## config.mk

```make
export PLATFORM = sky130hd
export DESIGN_NAME = axi4_regbank_arbiter
export DESIGN_NICKNAME = d
export VERILOG_FILES = /design/src/rtl/axi4_regbank_arbiter.sv
export SDC_FILE = /design/constraint.sdc
export NUM_CORES = 1
export LEC_CHECK = 0
export CORE_MARGIN = 2
export CORE_UTILIZATION = 30
export DETAILED_ROUTE_END_ITERATION = 6
export PLACE_DENSITY_LB_ADDON = 0.15
export SYNTH_ARGS = -nofsm -noshare
export SYNTH_HDL_FRONTEND = slang
export SYNTH_SLANG_ARGS = --single-unit
```

## constraint.sdc

```tcl
create_clock -name ACLK -period 3.8 [get_ports ACLK]
set_input_delay 0.76 -clock ACLK [delete_from_list [all_inputs] [get_ports ACLK]]
set_output_delay 0.76 -clock ACLK [all_outputs]
set_load 0.01 [all_outputs]
```

## src/rtl/axi4_regbank_arbiter.sv

```systemverilog
// axi4_regbank_arbiter
//
// Round-robin scheduler that shares a single-port register bank between a write
// request path (paired AW+W) and a read request path (AR). It accepts one request
// at a time, decodes the address, drives one bank access cycle and returns a B or
// R response (OKAY / DECERR). Only one transaction is in flight at a time.
//
// Ports:
//   ACLK, ARESET          clock (rising edge), synchronous active-high reset
//   wr_req_*              write request handshake and payload (id/addr/data/strb)
//   rd_req_*              read request handshake and payload (id/addr)
//   bank_*                bank access strobe and payload; bank_rdata returns one
//                         cycle after a read strobe
//   b_*                   write response channel
//   r_*                   read response channel
//   err_count             saturating count of DECERR responses issued
//
// Build option:
//   AXI4_REGBANK_WSTRB_EN  when defined, the captured write strobes are forwarded
//                          to the bank; otherwise every write is a full-word write.

module axi4_regbank_arbiter #(
  parameter int unsigned ADDR_WIDTH = 32,
  parameter int unsigned DATA_WIDTH = 32,
  parameter int unsigned ID_WIDTH   = 4,
  parameter int unsigned DEPTH      = 16,
  parameter int unsigned START_ADDR = 0,
  parameter int unsigned END_ADDR   = 15,
  localparam int unsigned IDX_W     = $clog2(DEPTH),
  localparam int unsigned STRB_W    = DATA_WIDTH / 8
) (
  input  logic                  ACLK,
  input  logic                  ARESET,
  // Write request
  input  logic                  wr_req_valid,
  output logic                  wr_req_ready,
  input  logic [ID_WIDTH-1:0]   wr_req_id,
  input  logic [ADDR_WIDTH-1:0] wr_req_addr,
  input  logic [DATA_WIDTH-1:0] wr_req_data,
  input  logic [STRB_W-1:0]     wr_req_strb,
  // Read request
  input  logic                  rd_req_valid,
  output logic                  rd_req_ready,
  input  logic [ID_WIDTH-1:0]   rd_req_id,
  input  logic [ADDR_WIDTH-1:0] rd_req_addr,
  // Register bank
  output logic                  bank_en,
  output logic                  bank_we,
  output logic [IDX_W-1:0]      bank_addr,
  output logic [DATA_WIDTH-1:0] bank_wdata,
  output logic [STRB_W-1:0]     bank_wstrb,
  input  logic [DATA_WIDTH-1:0] bank_rdata,
  // Write response
  output logic                  b_valid,
  input  logic                  b_ready,
  output logic [ID_WIDTH-1:0]   b_id,
  output logic [1:0]            b_resp,
  // Read response
  output logic                  r_valid,
  input  logic                  r_ready,
  output logic [ID_WIDTH-1:0]   r_id,
  output logic [DATA_WIDTH-1:0] r_data,
  output logic [1:0]            r_resp,
  // Status
  output logic [7:0]            err_count
);

  localparam logic [1:0] RespOkay   = 2'b00;
  localparam logic [1:0] RespDecerr = 2'b11;
  localparam logic [ADDR_WIDTH-1:0] EndAddr = ADDR_WIDTH'(END_ADDR);

  typedef enum logic [2:0] {StIdle, StAccess, StRdWait, StBResp, StRResp} state_e;

  state_e                  state_q;
  logic                    last_wr_q;   // 1: write was granted last, 0: read
  logic                    is_wr_q;
  logic                    in_range_q;
  logic [ID_WIDTH-1:0]     id_q;
  logic                    bank_en_q, bank_we_q;
  logic [IDX_W-1:0]        bank_addr_q;
  logic [DATA_WIDTH-1:0]   bank_wdata_q;
  logic [STRB_W-1:0]       bank_wstrb_q;
  logic                    b_valid_q, r_valid_q;
  logic [ID_WIDTH-1:0]     b_id_q, r_id_q;
  logic [1:0]              b_resp_q, r_resp_q;
  logic [DATA_WIDTH-1:0]   r_data_q;
  logic [7:0]              err_q;

  // Arbitration: a lone requester wins; on a tie the side not granted last wins.
  logic win_wr, win_rd, idle_ok;
  logic [ADDR_WIDTH-1:0] req_addr;
  logic [STRB_W-1:0]     req_strb;
  logic lo_ok, hi_ok, req_in_range;

  always_comb begin
    win_wr   = wr_req_valid && (!rd_req_valid || !last_wr_q);
    win_rd   = rd_req_valid && !win_wr;
    idle_ok  = (state_q == StIdle) && !ARESET;
    req_addr = win_wr ? wr_req_addr : rd_req_addr;
  end

  assign wr_req_ready = idle_ok && win_wr;
  assign rd_req_ready = idle_ok && win_rd;

  // Skip the lower-bound compare when it is trivially true.
  if (START_ADDR == 0) begin : g_lo_zero
    assign lo_ok = 1'b1;
  end else begin : g_lo_cmp
    localparam logic [ADDR_WIDTH-1:0] StartAddr = ADDR_WIDTH'(START_ADDR);
    assign lo_ok = (req_addr >= StartAddr);
  end
  assign hi_ok        = (req_addr <= EndAddr);
  assign req_in_range = lo_ok && hi_ok;

`ifdef AXI4_REGBANK_WSTRB_EN
  assign req_strb = wr_req_strb;
`else
  logic unused_strb;
  assign unused_strb = ^wr_req_strb;
  assign req_strb    = '1;
`endif

  always_ff @(posedge ACLK) begin
    if (ARESET) begin
      state_q      <= StIdle;
      last_wr_q    <= 1'b0;
      is_wr_q      <= 1'b0;
      in_range_q   <= 1'b0;
      id_q         <= '0;
      bank_en_q    <= 1'b0;
      bank_we_q    <= 1'b0;
      bank_addr_q  <= '0;
      bank_wdata_q <= '0;
      bank_wstrb_q <= '0;
      b_valid_q    <= 1'b0;
      b_id_q       <= '0;
      b_resp_q     <= '0;
      r_valid_q    <= 1'b0;
      r_id_q       <= '0;
      r_data_q     <= '0;
      r_resp_q     <= '0;
      err_q        <= '0;
    end else begin
      unique case (state_q)
        StIdle: begin
          if (win_wr || win_rd) begin
            is_wr_q      <= win_wr;
            in_range_q   <= req_in_range;
            id_q         <= win_wr ? wr_req_id : rd_req_id;
            last_wr_q    <= win_wr;
            // Bank strobe is registered here so it is high for exactly the access cycle.
            bank_en_q    <= req_in_range;
            bank_we_q    <= win_wr;
            bank_addr_q  <= req_addr[IDX_W-1:0];
            bank_wdata_q <= win_wr ? wr_req_data : '0;
            bank_wstrb_q <= win_wr ? req_strb : '0;
            state_q      <= StAccess;
          end
        end
        StAccess: begin
          bank_en_q <= 1'b0;
          bank_we_q <= 1'b0;
          if (is_wr_q) begin
            b_id_q    <= id_q;
            b_resp_q  <= in_range_q ? RespOkay : RespDecerr;
            b_valid_q <= 1'b1;
            if (!in_range_q && err_q != 8'hFF) err_q <= err_q + 8'd1;
            state_q   <= StBResp;
          end else begin
            state_q   <= StRdWait;
          end
        end
        StRdWait: begin
          r_id_q    <= id_q;
          r_data_q  <= in_range_q ? bank_rdata : '0;
          r_resp_q  <= in_range_q ? RespOkay : RespDecerr;
          r_valid_q <= 1'b1;
          if (!in_range_q && err_q != 8'hFF) err_q <= err_q + 8'd1;
          state_q   <= StRResp;
        end
        StBResp: begin
          if (b_ready) begin
            b_valid_q <= 1'b0;
            state_q   <= StIdle;
          end
        end
        StRResp: begin
          if (r_ready) begin
            r_valid_q <= 1'b0;
            state_q   <= StIdle;
          end
        end
        default: state_q <= StIdle;
      endcase
    end
  end

  // Gating with reset drops a bank write that was captured but not yet committed.
  assign bank_en    = bank_en_q && !ARESET;
  assign bank_we    = bank_we_q && !ARESET;
  assign bank_addr  = bank_addr_q;
  assign bank_wdata = bank_wdata_q;
  assign bank_wstrb = bank_wstrb_q;
  assign b_valid    = b_valid_q;
  assign b_id       = b_id_q;
  assign b_resp     = b_resp_q;
  assign r_valid    = r_valid_q;
  assign r_id       = r_id_q;
  assign r_data     = r_data_q;
  assign r_resp     = r_resp_q;
  assign err_count  = err_q;

endmodule
```

==> flow_summary.toml <==
[run_status]
status = "complete, no violations"

[synth]
synth_area_in_compound_gates_pct = 16.8
post_synth_fa_ha_maj_area_fraction_pct = 0.328
syn_avg_cell_area_um2 = 9.03
synth.yosys.seq_area_share_pct = 51.9
postSynth.asyncResetShare_pct = 0
synth_top_cells_by_area = "sky130_fd_sc_hd__dfxtp_1, sky130_fd_sc_hd__a22o_1, sky130_fd_sc_hd__a21oi_1"
ys.flop_type = "sky130_fd_sc_hd__dfxtp_1"
syn-instance-count = 423
number_of_enable_type_register_cells_in_the_synthesized_netlist = 0
synth_top_family_by_area = "simple AND/OR/NAND/NOR gates"
count_of_state_elements_after_synthesis = 99
yosys.area_share.simple_pct = 20.8
synth_cell_type_count = 37
postSynthNetCount = 570
synth.cell_area_mm2 = 0.00382
yosys-mux-area-fraction_pct = 3.93
xor_xnor_cell_area_share_of_the_yosys_netlist_pct = 0.917
synth_top_cell_by_area = "sky130_fd_sc_hd__dfxtp_1"
yosys_warnings = 0
synth_top_area_share_pct = 51.9

[drt]
dr.first_iter.drc_count = 208
drt-total-wl_mm = 12.2
ant_nets = 0
detail_route.wl_per_cell_um = 14.9
route.detailed.drc = 0
met1Wirelength_mm = 4.94
via_to_cell_ratio = 4.75
top_signal_layer_used = "met4"
detailroute.wirelength.met2_mm = 5.95
wl_met3_mm = 1.08
detail_route.first_pass.iterations = 4
num_vias = 3903

[critical_path]
timing.critical_path.from_type = "input pin"
setup.reg_to_reg.worst_slack_ps = 1590
critical_path_arrival_ps = 2490
worst_setup_path_end_kind = "output pin"
worst_ep_required_time_ps = 3040
setup.worst_path.class = "in -> out"
cp_max_fo = 5

[finish]
areaGrowthSynthToFinish_pct = 73.5
filler_cell_count = 1200
final_net_count = 791
layout-drive-gt1-share_pct = 4.93
final_core_area_utilization_pct = 52.9
antenna_cells_inserted = 0

[power]
p_leak_nw = 2.33
power_per_cell_area_mw_per_mm2 = 400
irDropWorstVdd_uv = 218

[timing]
setup-tns-final_ps = 0
postLayoutSetupSlackWorst_ps = 553
final-hold-violation-count = 0
slew_violations = 0
period_minus_slack_ps = 3250
report.final.setup_viol = 0
timing.max_slew.rel_slack_pct = 35.9
grt_setup_unrepaired = "false"
skew_ps = 6.11
period_share_pct = 85.5
timing_worst_slew_pin_value_ps = 958
max_freq_mhz = 308

[die]
initial_utilization_pct = 30.5
core_region_area_mm2 = 0.0125
floorplan.die_area_mm2 = 0.0137
placement_rows = 41
die_w_um = 117
chipHeight_um = 117
io_pins = 244

[flow_run]
drv_cap = 0

[clock_tree]
cts_tree = "yes"
cts_resizes = 0
clkLatencyLatePin_ps = 350
cts.hold.buffers_added = 0
cts-root-buf = "sky130_fd_sc_hd__clkbuf_16"
ctsHtreeMaxLevel = 3
clkSinkCount = 99
cts-buffers-inserted = 9
clk_transition_reported_paths_ps = 70
cts-root-to-sink-buffers = 2
cts.repair_timing.setup_buffer_count = 0

[global_route]
track_usage_pct = 17.2
pin_count_of_the_biggest_net_entering_global_routing = 44
antenna_violations_before_repair = 0
vias_in_the_first_global_route = 3642
grt_first_pass_wirelength_mm = 18.0
globalRouteOverflowTotal = 0

[placement]
gp_congestion = 0.794
dp_slack_ps = 543
port-buffer-count = 239
detailed_place_hpwl_mm = 9.12

[hold_path]
worstHoldPathType = "reg -> reg"
## layer usage
metal	vias up	GRT usage [%]
li1	1939	-
met1	1776	19.6
met2	171	29.9
met3	17	4.79
met4	0	7.84
met5	-	0
## worst max-delay path, cell delays in order
cell,delay [ps]
sky130_fd_sc_hd__clkdlybuf4s50_1,540
sky130_fd_sc_hd__a21boi_1,210
sky130_fd_sc_hd__and2_1,220
sky130_fd_sc_hd__nor2b_2,200
sky130_fd_sc_hd__clkdlybuf4s50_1,560
## flip-flops by register name, indices dropped and copies added (netlist names)
register	flops
b_id	4
b_resp	1
b_valid	1
bank_addr	4
bank_en_q	1
bank_wdata	32
bank_we_q	1
bank_wstrb	1
err_count	8
id_q	4
in_range_q	1
r_data	32
r_id	4
r_resp	1
r_valid	1
state_q	3
## logic make-up (layout without fill, tap and decap cells)
logic type	after synthesis	count (layout)
and+or+nand+nor	167	167
DFF	99	99
xor gates and xnor gates	4	4
adders and majority gates	1	1
muxes	15	15
buffers and inverters	42	268
AOI/OAI and AO/OA	95	95
## area by class of cell
cell class              count  area, um^2  area share, %
clock buffers              11         253           3.81
well taps                 172         215           3.25
repair buffers            248        2450           37.0
multi-input cells         282        1650           24.8
inverters                   4        15.0          0.227
clock inverters             5        61.3          0.925
flip-flops and latches     99        1980           29.9
## power breakdown
part / switching, W / total, W / internal, W / leakage (nW)
clock: 0.000399 / 0.000946 / 0.000547 / 0.144
sequential: 0.0000507 / 0.00116 / 0.00110 / 0.805
combinational: 0.000230 / 0.000546 / 0.000316 / 1.38
total: 0.000679 / 0.00265 / 0.00197 / 2.33
## cells in the mapped netlist (all sizes together), types with 2 or more instances
library cell,n
a211oi,8
a21oi,43
a22o,29
a22oi,3
and2,2
buf,16
clkbuf,22
dfxtp,99
inv,4
mux2i,15
nand2,51
nand2b,2
nand3,34
nand3b,4
nand4,5
nor2,37
nor2b,4
nor3,10
nor4,15
o21ai,4
or4,2
xnor2,4
## cell usage in the layout (no fill, tap or decap), drive strengths merged, types with 2 or more instances in the layout
master / Yosys / final
clkbuf: 22 / 11
nand2b: 2 / 2
a211oi: 8 / 8
clkdlybuf4s50: 0 / 238
mux2i: 15 / 15
nor2: 37 / 37
and2: 2 / 2
buf: 16 / 10
nor4: 15 / 15
a22oi: 3 / 3
nand2: 51 / 51
nand3: 34 / 34
o21ai: 4 / 4
a21oi: 43 / 43
clkinvlp: 0 / 3
xnor2: 4 / 4
nor2b: 4 / 4
nor3: 10 / 10
nand3b: 4 / 4
or4: 2 / 2
nand4: 5 / 5
dfxtp: 99 / 99
a22o: 29 / 29
inv: 4 / 4
## through the flow
step	area (um^2)	total power, W	instances	hold slack (ps)
2_1_floorplan	3820	0.00141	423	445
3_3_place_gp	6310	0.00172	805	438
3_5_place_dp	6310	0.00173	805	444
4_1_cts	6630	0.00269	821	453
5_1_grt	6630	0.00278	821	471
6_report	6630	0.00265	821	450
## worst paths after layout
path                                               end  depth (start not counted)                     from
worst max-delay path                      wr_req_ready                          5             wr_req_valid
worst min register to register  r_data[6]$_SDFFE_PP0P_                          2   r_data[6]$_SDFFE_PP0P_
worst max register to register  r_resp[0]$_SDFFE_PP0P_                          4  state_q[1]$_SDFFE_PP0P_
worst min-delay path            r_data[6]$_SDFFE_PP0P_                          2   r_data[6]$_SDFFE_PP0P_
No activity file was read; power rests on OpenSTA's default activity.
